==> src/rtl/fc_acc_argmax.sv <==
// fc_acc_argmax: accumulates per-chunk partial-sum pairs from the FC GEMM
// stage into saturating signed accumulators, one per output channel, then
// scans them and reports the index and value of the largest one.
module fc_acc_argmax #(
    parameter int DATA_WIDTH     = 8,
    parameter int ACC_WIDTH      = 16,
    parameter int OUTPUT_CHANNEL = 10,
    parameter int CHUNKS         = 16,
    parameter int IDX_WIDTH      = 4
) (
    input  logic                         clk,
    input  logic                         rst_n,
    input  logic                         start,
    input  logic                         psum_valid,
    output logic                         psum_ready,
    input  logic signed [DATA_WIDTH-1:0] psum1,
    input  logic signed [DATA_WIDTH-1:0] psum2,
    output logic                         busy,
    output logic                         done,
    output logic        [IDX_WIDTH-1:0]  number,
    output logic signed [ACC_WIDTH-1:0]  max_value
);

    localparam int NUM_PAIRS = OUTPUT_CHANNEL / 2;
    localparam int PAIR_W    = (NUM_PAIRS > 1) ? $clog2(NUM_PAIRS) : 1;
    localparam int CHUNK_W   = (CHUNKS > 1) ? $clog2(CHUNKS) : 1;
    localparam int SCAN_W    = $clog2(OUTPUT_CHANNEL + 1);

    localparam logic [PAIR_W-1:0]  LAST_PAIR  = PAIR_W'(NUM_PAIRS - 1);
    localparam logic [CHUNK_W-1:0] LAST_CHUNK = CHUNK_W'(CHUNKS - 1);
    localparam logic [SCAN_W-1:0]  SCAN_END   = SCAN_W'(OUTPUT_CHANNEL);

    localparam logic signed [ACC_WIDTH-1:0] ACC_MAX = {1'b0, {(ACC_WIDTH-1){1'b1}}};
    localparam logic signed [ACC_WIDTH-1:0] ACC_MIN = {1'b1, {(ACC_WIDTH-1){1'b0}}};

    typedef enum logic [1:0] {
        S_IDLE,
        S_ACCUM,
        S_SCAN,
        S_DONE
    } state_t;

    state_t r_state;
    state_t w_next_state;

    logic signed [ACC_WIDTH-1:0] r_acc [OUTPUT_CHANNEL];
    logic        [PAIR_W-1:0]    r_pair;
    logic        [CHUNK_W-1:0]   r_chunk;
    logic        [SCAN_W-1:0]    r_scan;
    logic signed [ACC_WIDTH-1:0] r_best_val;
    logic        [IDX_WIDTH-1:0] r_best_idx;

    logic                        w_hs;
    logic                        w_last_hs;
    logic signed [ACC_WIDTH-1:0] w_scan_val;

    // Add a sign-extended partial sum to an accumulator, clamping at the
    // signed ACC_WIDTH limits instead of wrapping.
    function automatic logic signed [ACC_WIDTH-1:0] sat_add(
        input logic signed [ACC_WIDTH-1:0]  a,
        input logic signed [DATA_WIDTH-1:0] b
    );
        logic [ACC_WIDTH:0] s;
        s = {a[ACC_WIDTH-1], a} + {{(ACC_WIDTH+1-DATA_WIDTH){b[DATA_WIDTH-1]}}, b};
        if (s[ACC_WIDTH] != s[ACC_WIDTH-1]) begin
            return s[ACC_WIDTH] ? ACC_MIN : ACC_MAX;
        end
        return s[ACC_WIDTH-1:0];
    endfunction

    // A start pulse always wins, so the pair offered alongside it is refused.
    assign psum_ready = (r_state == S_ACCUM) && !start;
    assign busy       = (r_state == S_ACCUM) || (r_state == S_SCAN);
    assign done       = (r_state == S_DONE);
    assign w_hs       = psum_valid && psum_ready;
    assign w_last_hs  = w_hs && (r_pair == LAST_PAIR) && (r_chunk == LAST_CHUNK);

    // Select the accumulator addressed by the scan counter.
    always_comb begin
        // NOTE: every always_comb output gets a default first so no latch is inferred.
        w_scan_val = '0;
        for (int i = 0; i < OUTPUT_CHANNEL; i++) begin
            if (SCAN_W'(i) == r_scan) begin
                w_scan_val = r_acc[i];
            end
        end
    end

    // State register.
    always_ff @(posedge clk or negedge rst_n) begin
        if (!rst_n) begin
            r_state <= S_IDLE;
        end else begin
            r_state <= w_next_state;
        end
    end

    // Next-state logic; start restarts from any state.
    always_comb begin
        w_next_state = r_state;
        if (start) begin
            w_next_state = S_ACCUM;
        end else begin
            unique case (r_state)
                S_IDLE:  w_next_state = S_IDLE;
                S_ACCUM: if (w_last_hs) w_next_state = S_SCAN;
                S_SCAN:  if (r_scan == SCAN_END) w_next_state = S_DONE;
                S_DONE:  w_next_state = S_IDLE;
                default: w_next_state = S_IDLE;
            endcase
        end
    end

    // Datapath: accumulate pairs, run the argmax scan, publish the result.
    always_ff @(posedge clk or negedge rst_n) begin
        if (!rst_n) begin
            // NOTE: the accumulator array is reset explicitly so a mid-run reset discards partial sums.
            for (int i = 0; i < OUTPUT_CHANNEL; i++) begin
                r_acc[i] <= '0;
            end
            r_pair     <= '0;
            r_chunk    <= '0;
            r_scan     <= '0;
            r_best_val <= '0;
            r_best_idx <= '0;
            number     <= '0;
            max_value  <= '0;
        end else if (start) begin
            for (int i = 0; i < OUTPUT_CHANNEL; i++) begin
                r_acc[i] <= '0;
            end
            r_pair     <= '0;
            r_chunk    <= '0;
            r_scan     <= '0;
            r_best_val <= '0;
            r_best_idx <= '0;
        end else begin
            case (r_state)
                S_ACCUM: begin
                    if (w_hs) begin
                        for (int i = 0; i < OUTPUT_CHANNEL; i++) begin
                            if (i == 2 * int'(r_pair)) begin
                                r_acc[i] <= sat_add(r_acc[i], psum1);
                            end else if (i == 2 * int'(r_pair) + 1) begin
                                r_acc[i] <= sat_add(r_acc[i], psum2);
                            end
                        end
                        if (r_chunk == LAST_CHUNK) begin
                            r_chunk <= '0;
                            r_pair  <= (r_pair == LAST_PAIR) ? '0 : r_pair + 1'b1;
                        end else begin
                            r_chunk <= r_chunk + 1'b1;
                        end
                    end
                end
                S_SCAN: begin
                    if (r_scan == SCAN_END) begin
                        number    <= r_best_idx;
                        max_value <= r_best_val;
                        r_scan    <= '0;
                    end else begin
                        // Strict greater-than keeps the lowest index on ties.
                        if ((r_scan == '0) || (w_scan_val > r_best_val)) begin
                            r_best_val <= w_scan_val;
                            r_best_idx <= IDX_WIDTH'(r_scan);
                        end
                        r_scan <= r_scan + 1'b1;
                    end
                end
                default: ;
            endcase
        end
    end

endmodule
==> config.mk <==
export PLATFORM = sky130hd
export DESIGN_NAME = fc_acc_argmax
export DESIGN_NICKNAME = d
export VERILOG_FILES = /design/src/rtl/fc_acc_argmax.sv
export SDC_FILE = /design/constraint.sdc
export NUM_CORES = 1
export LEC_CHECK = 0
export BUFFER_PORTS_ARGS = -buffer_cell sky130_fd_sc_hd__buf_2
export CAP_MARGIN = 20
export CORE_MARGIN = 2
export CORE_UTILIZATION = 25
export CTS_CLUSTER_DIAMETER = 60
export DETAILED_ROUTE_END_ITERATION = 8
export GPL_TIMING_DRIVEN = 1
export PLACE_DENSITY = 0.44
export SYNTH_ARGS = -nofsm -noshare
export SYNTH_HDL_FRONTEND = slang
export SYNTH_SLANG_ARGS = --single-unit
==> constraint.sdc <==
create_clock -name clk -period 6.28 [get_ports clk]
set_input_delay 0.628 -clock clk [delete_from_list [all_inputs] [get_ports clk]]
set_output_delay 0.628 -clock clk [all_outputs]
set_load 0.01 [all_outputs]
==> qor.yml, run 1 <==
run_status: "finished clean"
finalHoldViolCount: 0
syn_to_final_growth_pct: 13.8
finalPower_mw: 5.41
cts_buffer_depth: 3
synth_area_sq_um: 17700
drv_slew: 0
numCtsBuffers: 35
powerDensity_nw_per_um2: 269
htreeDepth: 2
end_kind: "flip-flop"
dpl_cell_area_sq_um: 18900
antenna_found_initial: 0
ys_seq_area_share_pct: 30.2
p_leak_nw: 9.11
grt_pass1_vias: 14700
io_buffer_count: 42
critPathTopFamily: "compound AO/OA/AOI/OAI gates"
peakVddDrop_v: 0.000163
critPathArrivalTime_ps: 5130
cpPeakStageDelay_ps: 790
syn_avg_cell_area_sq_um: 8.67
coreArea_sq_um: 70000
grt_usage_pct: 14.8
cp_slowest_cell: "dfrtp_2"
cp_max_fo: 18
hp-class: "in -> async"
start_util_pct: 25.2
ctsResizeCount: 0
grt_max_degree: 109
max_freq_mhz: 214
utilization_pct: 28.7
drive_above_1_share_pct: 11.1
gr-total-overflow: 0
die_w_microns: 270
antenna_cells: 0
grt_pass1_wl_microns: 85200
drc: 0
cap_viol_max_count: 0
path_class: "reg -> reg"
synthCells: 2039
ys_warn_count: 0
ys_async_sr_fraction_pct: 100
hold_slack_ps: 119
dieArea_sq_um: 72800
cpMostUsedCell: "o21a_1"
drtAntennaViolNets: 0
wirelength_microns: 53800
crit_required_ps: 6740
rows: 97
critPathBufInv: 1
synth_flop_cell: "dfrtp_1"
rsz0062_at_grt: "false"
syn_nets: 2272
finalCritPeriodShare_pct: 74.4
tritoncts: "yes"
clkTransAtPathRegs_ps: 60
ys_ff_latch: 213
hold_buffers: 0
clock_latency_ps: 570
yosysUniqueCellTypes: 81
hpwl_microns: 40300
fin_nets: 2292
via_count: 15000
cts.sinks: 213
crit_chain: "buf_4 > mux4_2 > mux2i_1 > o21ai_0 > ha_1 > o21a_1 > o31ai_1 > a21oi_1 > a31oi_1 > o21a_1 > o21a_1 > nor2_1 > a211oi_1"
pin_count: 43
drtIter0Drc: 786
dr.pass1.iters: 6
period_minus_slack_ps: 4670
gp_congestion: 0.831
root_buffer: "clkbuf_16"
critPathLaunchType: "flip-flop"
clock-skew-final_ps: 32.0
vias_per_cell: 4.98
die_y_microns: 270
setup_tns_ps: 0
wire_per_inst_microns: 17.8
cts_setup_buffers: 0
design_area_sq_um: 20100
worst_pin_slew_ps: 962
setup_viol: 0
slew_headroom_pct: 34.6
synth_edf_count: 0
cell usage after synthesis (all sizes together) (24+ instances only):
cell type	n	area [sq um]
xnor2	79	692
o21ai	253	1360
nand3	29	158
nand2	239	897
a21o	54	405
nor2b	24	150
clkbuf	56	213
mux4	32	721
nor3	63	327
dfrtp	213	5330
nand2b	28	175
inv	53	199
nor2	222	833
xor2	32	280
ha	203	2540
a21oi	138	698
cells by family (layout without fill, tap and decap cells):
family	Yosys count	in the layout	synth area share [%]
AO/OA/AOI/OAI	618	618	22.4
XOR/XNOR	111	111	5.50
adder cells (fa/ha/maj)	213	213	15.5
buffers and inverters	132	177	3.09
flip-flops	213	213	30.2
multiplexers	59	59	5.70
AND/OR/NAND/NOR	693	693	17.7
registers in the layout, indices dropped and copies added, names as in the netlist:
signal      flops
r_acc         160
max_value      16
r_best_val     16
number          4
r_best_idx      4
r_chunk         4
r_scan          4
r_pair          3
r_state         2
cell usage in the layout (no fill, tap or decap), drive strengths merged, types with 20 or more instances in the layout:
cell | synthesis | routed
o21ai | 253 | 253
nand2 | 239 | 239
nor2 | 222 | 222
dfrtp | 213 | 213
ha | 203 | 203
a21oi | 138 | 138
xnor2 | 79 | 79
nor3 | 63 | 63
buf | 23 | 62
inv | 53 | 58
a21o | 54 | 54
clkbuf | 56 | 41
mux4 | 32 | 32
xor2 | 32 | 32
nand3 | 29 | 29
nand2b | 28 | 28
nor2b | 24 | 24
o21a | 21 | 21
or3 | 20 | 20
mux2i | 20 | 20
through the flow:
stage / std cells / setup WS [ps]
after floorplan: 2039 / 2520
after global placement: 2961 / 1390
after detailed placement: 2961 / 1320
after CTS: 3023 / 1540
after global routing: 3024 / 1080
final: 3024 / 1610
worst paths after layout:
check	from	to	slack (ps)	depth (start not counted)
worst max-delay path	r_scan[0]	r_best_val[0]	1610	13
worst min-delay path	rst_n	max_value[12]	120	1
worst max register to register	r_scan[0]	r_best_val[0]	1610	13
worst min register to register	max_value[5]	max_value[5]	470	2
max in group asynchronous	rst_n	r_acc[65]	5060	2
min in group clk	max_value[5]	max_value[5]	470	2
area by class of cell:
class | instances | area, sq um
fill | 7493 | 49900
multi-input combinational | 1694 | 11800
sequential | 213 | 5330
tap | 940 | 1180
clock buffer | 41 | 928
timing repair buffer | 62 | 390
clock inverter | 21 | 258
inverter | 53 | 199
metal layers:
metal | vias to the layer above | part of all wire, % | GRT usage, % | wire length [microns]
met5 | - | 0 | 0 | 0
met4 | 0 | 1.9 | 3.46 | 1010
met3 | 51 | 3.7 | 2.36 | 1980
met2 | 231 | 46 | 23.9 | 24700
met1 | 7281 | 49 | 20.6 | 26100
li1 | 7482 | - | - | -
where the power goes:
group / switching, mW / internal (mW) / leakage [nW]
Sequential: 0.147 / 1.49 / 2.95
Clock: 0.776 / 1.21 / 0.563
Combinational: 1.07 / 0.714 / 5.60
Total: 2.00 / 3.41 / 9.11
(Power assumes the default switching activity.)
==> inputs of run 2 (changes only) <==
- PLACE_DENSITY: 0.44 -> 0.45
- clock period: 6.28 -> 3.8 ns (I/O delays scaled with it)
==> qor.yml, run 2 (synthesis results as in run 1) <==
run_status: "finished clean"  # unchanged
period_minus_slack_ps: 3610  # was 4670 ps
cpPeakStageDelay_ps: 600  # was 790 ps
io_buffer_count: 42  # unchanged
internal-power_mw: 5.80  # was 3.41 mW
r2r-start: "r_scan[0]"  # unchanged
dr.pass1.iters: 5  # was 6
layout_commonest_cell: "nand2_1"  # unchanged
final_cell_mix: "nand2_1, nor2_1, dfrtp_1, ha_1, o21ai_0"  # was nand2_1, nor2_1, dfrtp_1, o21ai_0, ha_1
cts.sinks: 213  # unchanged
rrSetupSlack_ps: 190  # was 1610 ps
reg2reg_to: "r_best_idx[0]"  # was r_best_val[0]
pin_count: 43  # unchanged
path_depth: 13  # unchanged
crit_chain: "buf_12 > mux4_2 > mux2i_2 > o21ai_0 > ha_1 > nand4_1 > or2_2 > o21a_1 > o21a_1 > buf_4 > buf_4 > o21ai_0 > a21oi_1"  # was buf_4 > mux4_2 > mux2i_1 > o21ai_0 > ha_1 > o21a_1 > o31ai_1 > a21oi_1 > a31oi_1 > o21a_1 > o21a_1 > nor2_1 > a211oi_1
cap_viol_max_count: 0  # unchanged
switching_share_pct: 36.7  # was 36.9%
comb_power_share_pct: 36.3  # was 33.1%
drtIter0Drc: 801  # was 786
via_count: 15400  # was 15000
hp-class: "in -> reg"  # was in -> async
finalCritPeriodShare_pct: 95.0  # was 74.4%
drc: 0  # unchanged
antenna_cells: 0  # unchanged
worst_pin_slew_ps: 836  # was 962 ps
peakVddDrop_v: 0.000236  # was 0.000163 V
antenna_found_initial: 3  # was 0
setup_viol: 0  # unchanged
powerDensity_nw_per_um2: 438  # was 269 nW/um^2
r2r_cells: 13  # unchanged
gp_congestion: 0.853  # was 0.831
place_inst: 3030  # was 2961
grt_pass1_wl_microns: 86900  # was 85200 microns
critPathArrivalTime_ps: 4000  # was 5130 ps
top_register: "r_acc"  # unchanged
clock-skew-final_ps: 20.7  # was 32.0 ps
slew_headroom_pct: 44.3  # was 34.6%
clkTransAtPathRegs_ps: 60  # about the same
wire_per_inst_microns: 17.9  # was 17.8 microns
numCtsBuffers: 34  # was 35
instances_no_fill: 3100  # was 3024
die_y_microns: 270  # unchanged
pwr-share-clk_pct: 34.3  # was 36.6%
drv_slew: 0  # unchanged
p_leak_nw: 9.55  # was 9.11 nW
setup_tns_ps: 0  # unchanged
rows: 97  # unchanged
endpoint: "r_best_idx[0]"  # was r_best_val[0]
wirelength_microns: 55500  # was 53800 microns
tritoncts: "yes"  # unchanged
start_util_pct: 25.2  # unchanged
critPathTopFamily: "multiplexers"  # was compound AO/OA/AOI/OAI gates
root_buffer: "clkbuf_16"  # unchanged
crit_required_ps: 4190  # was 6740 ps
largestRegisters: "r_acc (160), max_value (16), r_best_val (16)"  # unchanged
min_path_cells: 4
seqPwrFrac_pct: 29.4  # was 30.3%
largest_reg_flops: 160  # unchanged
coreArea_sq_um: 70000  # unchanged
die_w_microns: 270  # unchanged
cts_buffer_depth: 3  # unchanged
critPathBufInv: 3  # was 1
htreeDepth: 2  # unchanged
cp_slowest_cell: "mux4_2"  # was dfrtp_2
power.switching_mw: 3.36  # was 2.00 mW
grt_pass1_vias: 15200  # was 14700
finalHoldViolCount: 0  # unchanged
grt_usage_pct: 15.0  # was 14.8%
drive_above_1_share_pct: 15.1  # was 11.1%
path_class: "reg -> reg"  # unchanged
clock_latency_ps: 540  # was 570 ps
gr-total-overflow: 0  # unchanged
fin_nets: 2367  # was 2292
dieArea_sq_um: 72800  # unchanged
drtAntennaViolNets: 0  # unchanged
hpwl_microns: 41700  # was 40300 microns
end_kind: "flip-flop"  # unchanged
cp_max_fo: 8  # was 18
max_freq_mhz: 277  # was 214 MHz
grt_max_degree: 97  # was 109
vias_per_cell: 4.96  # was 4.98
startpoint: "r_scan[0]"  # unchanged
critPathLaunchType: "flip-flop"  # unchanged
syn_to_final_growth_pct: 18.3  # was 13.8%
## run 2: cell types whose count changed in the layout (fill, tap and decap cells not counted), moves of 4 or more
cell / change
a211oi_1: -5
a211oi_2: +5
buf_12: +4
buf_4: +67
clkbuf_16: +4
clkinv_2: +5
clkinvlp_4: -5
o21ai_0: -17
o21ai_1: +16
## run 2: power groups by stage
stage / logic (mW) / registers [mW] / clock network [mW]
2_1_floorplan: 2.27 / 2.62 / 0
3_3_place_gp: 3.15 / 2.72 / 0
3_5_place_dp: 3.19 / 2.73 / 0
4_1_cts: 3.21 / 2.69 / 3.24
5_1_grt: 3.74 / 2.72 / 3.33
6_report: 3.33 / 2.69 / 3.14
## run 2: stage by stage
step	hold slack (ps)	utilization, %	area (sq um)	setup WS [ps]	power (mW)
after floorplan	84.4	-	17700	292	4.89
after global placement	459	27.8	19500	-41.7	5.87
after detailed placement	465	27.8	19500	-113	5.92
after CTS	279	29.4	20600	57.4	9.14
after global routing	365	29.8	20900	-32.9	9.79
final	313	29.8	20900	192	9.16
## run 2: how the worst min path moves through the flow
stage,from,end,slack [ps]
2_1_floorplan,rst_n,max_value[0],80
3_3_place_gp,max_value[12],max_value[12],460
3_5_place_dp,max_value[12],max_value[12],460
4_1_cts,psum_valid,r_chunk[1],280
5_1_grt,psum_valid,r_chunk[1],360
6_report,psum_valid,r_chunk[1],310
## run 2: layout make-up
type | count | area (sq um)
fill | 7421 | 49100
multi-input combinational | 1696 | 12000
sequential | 213 | 5330
tap | 940 | 1180
timing repair buffer | 136 | 1030
clock buffer | 45 | 996
inverter | 53 | 199
clock inverter | 17 | 141
## run 2: layer usage
layer	track usage [%]	wire length, microns	vias to the layer above
met3	2.31	2510	79
li1	-	-	7639
met2	23.5	24700	304
met5	0	0	-
met4	5.86	1770	0
met1	20.7	26500	7363
## run 2: tightest hold or removal path: cells and delay by family
family | cells | cell delay (ps)
AND/OR/NAND/NOR | 2 | 280
buffers and inverters | 1 | 100
AO/OA/AOI/OAI | 1 | 50
## run 2: repair_timing
item / CTS / global route
setup buffers: 0 / 3
gates resized for setup: 0 / 50
endpoints found under the setup margin: 0 / 102
hold buffers: 1 / 0
hold endpoints to repair: 93 / 0
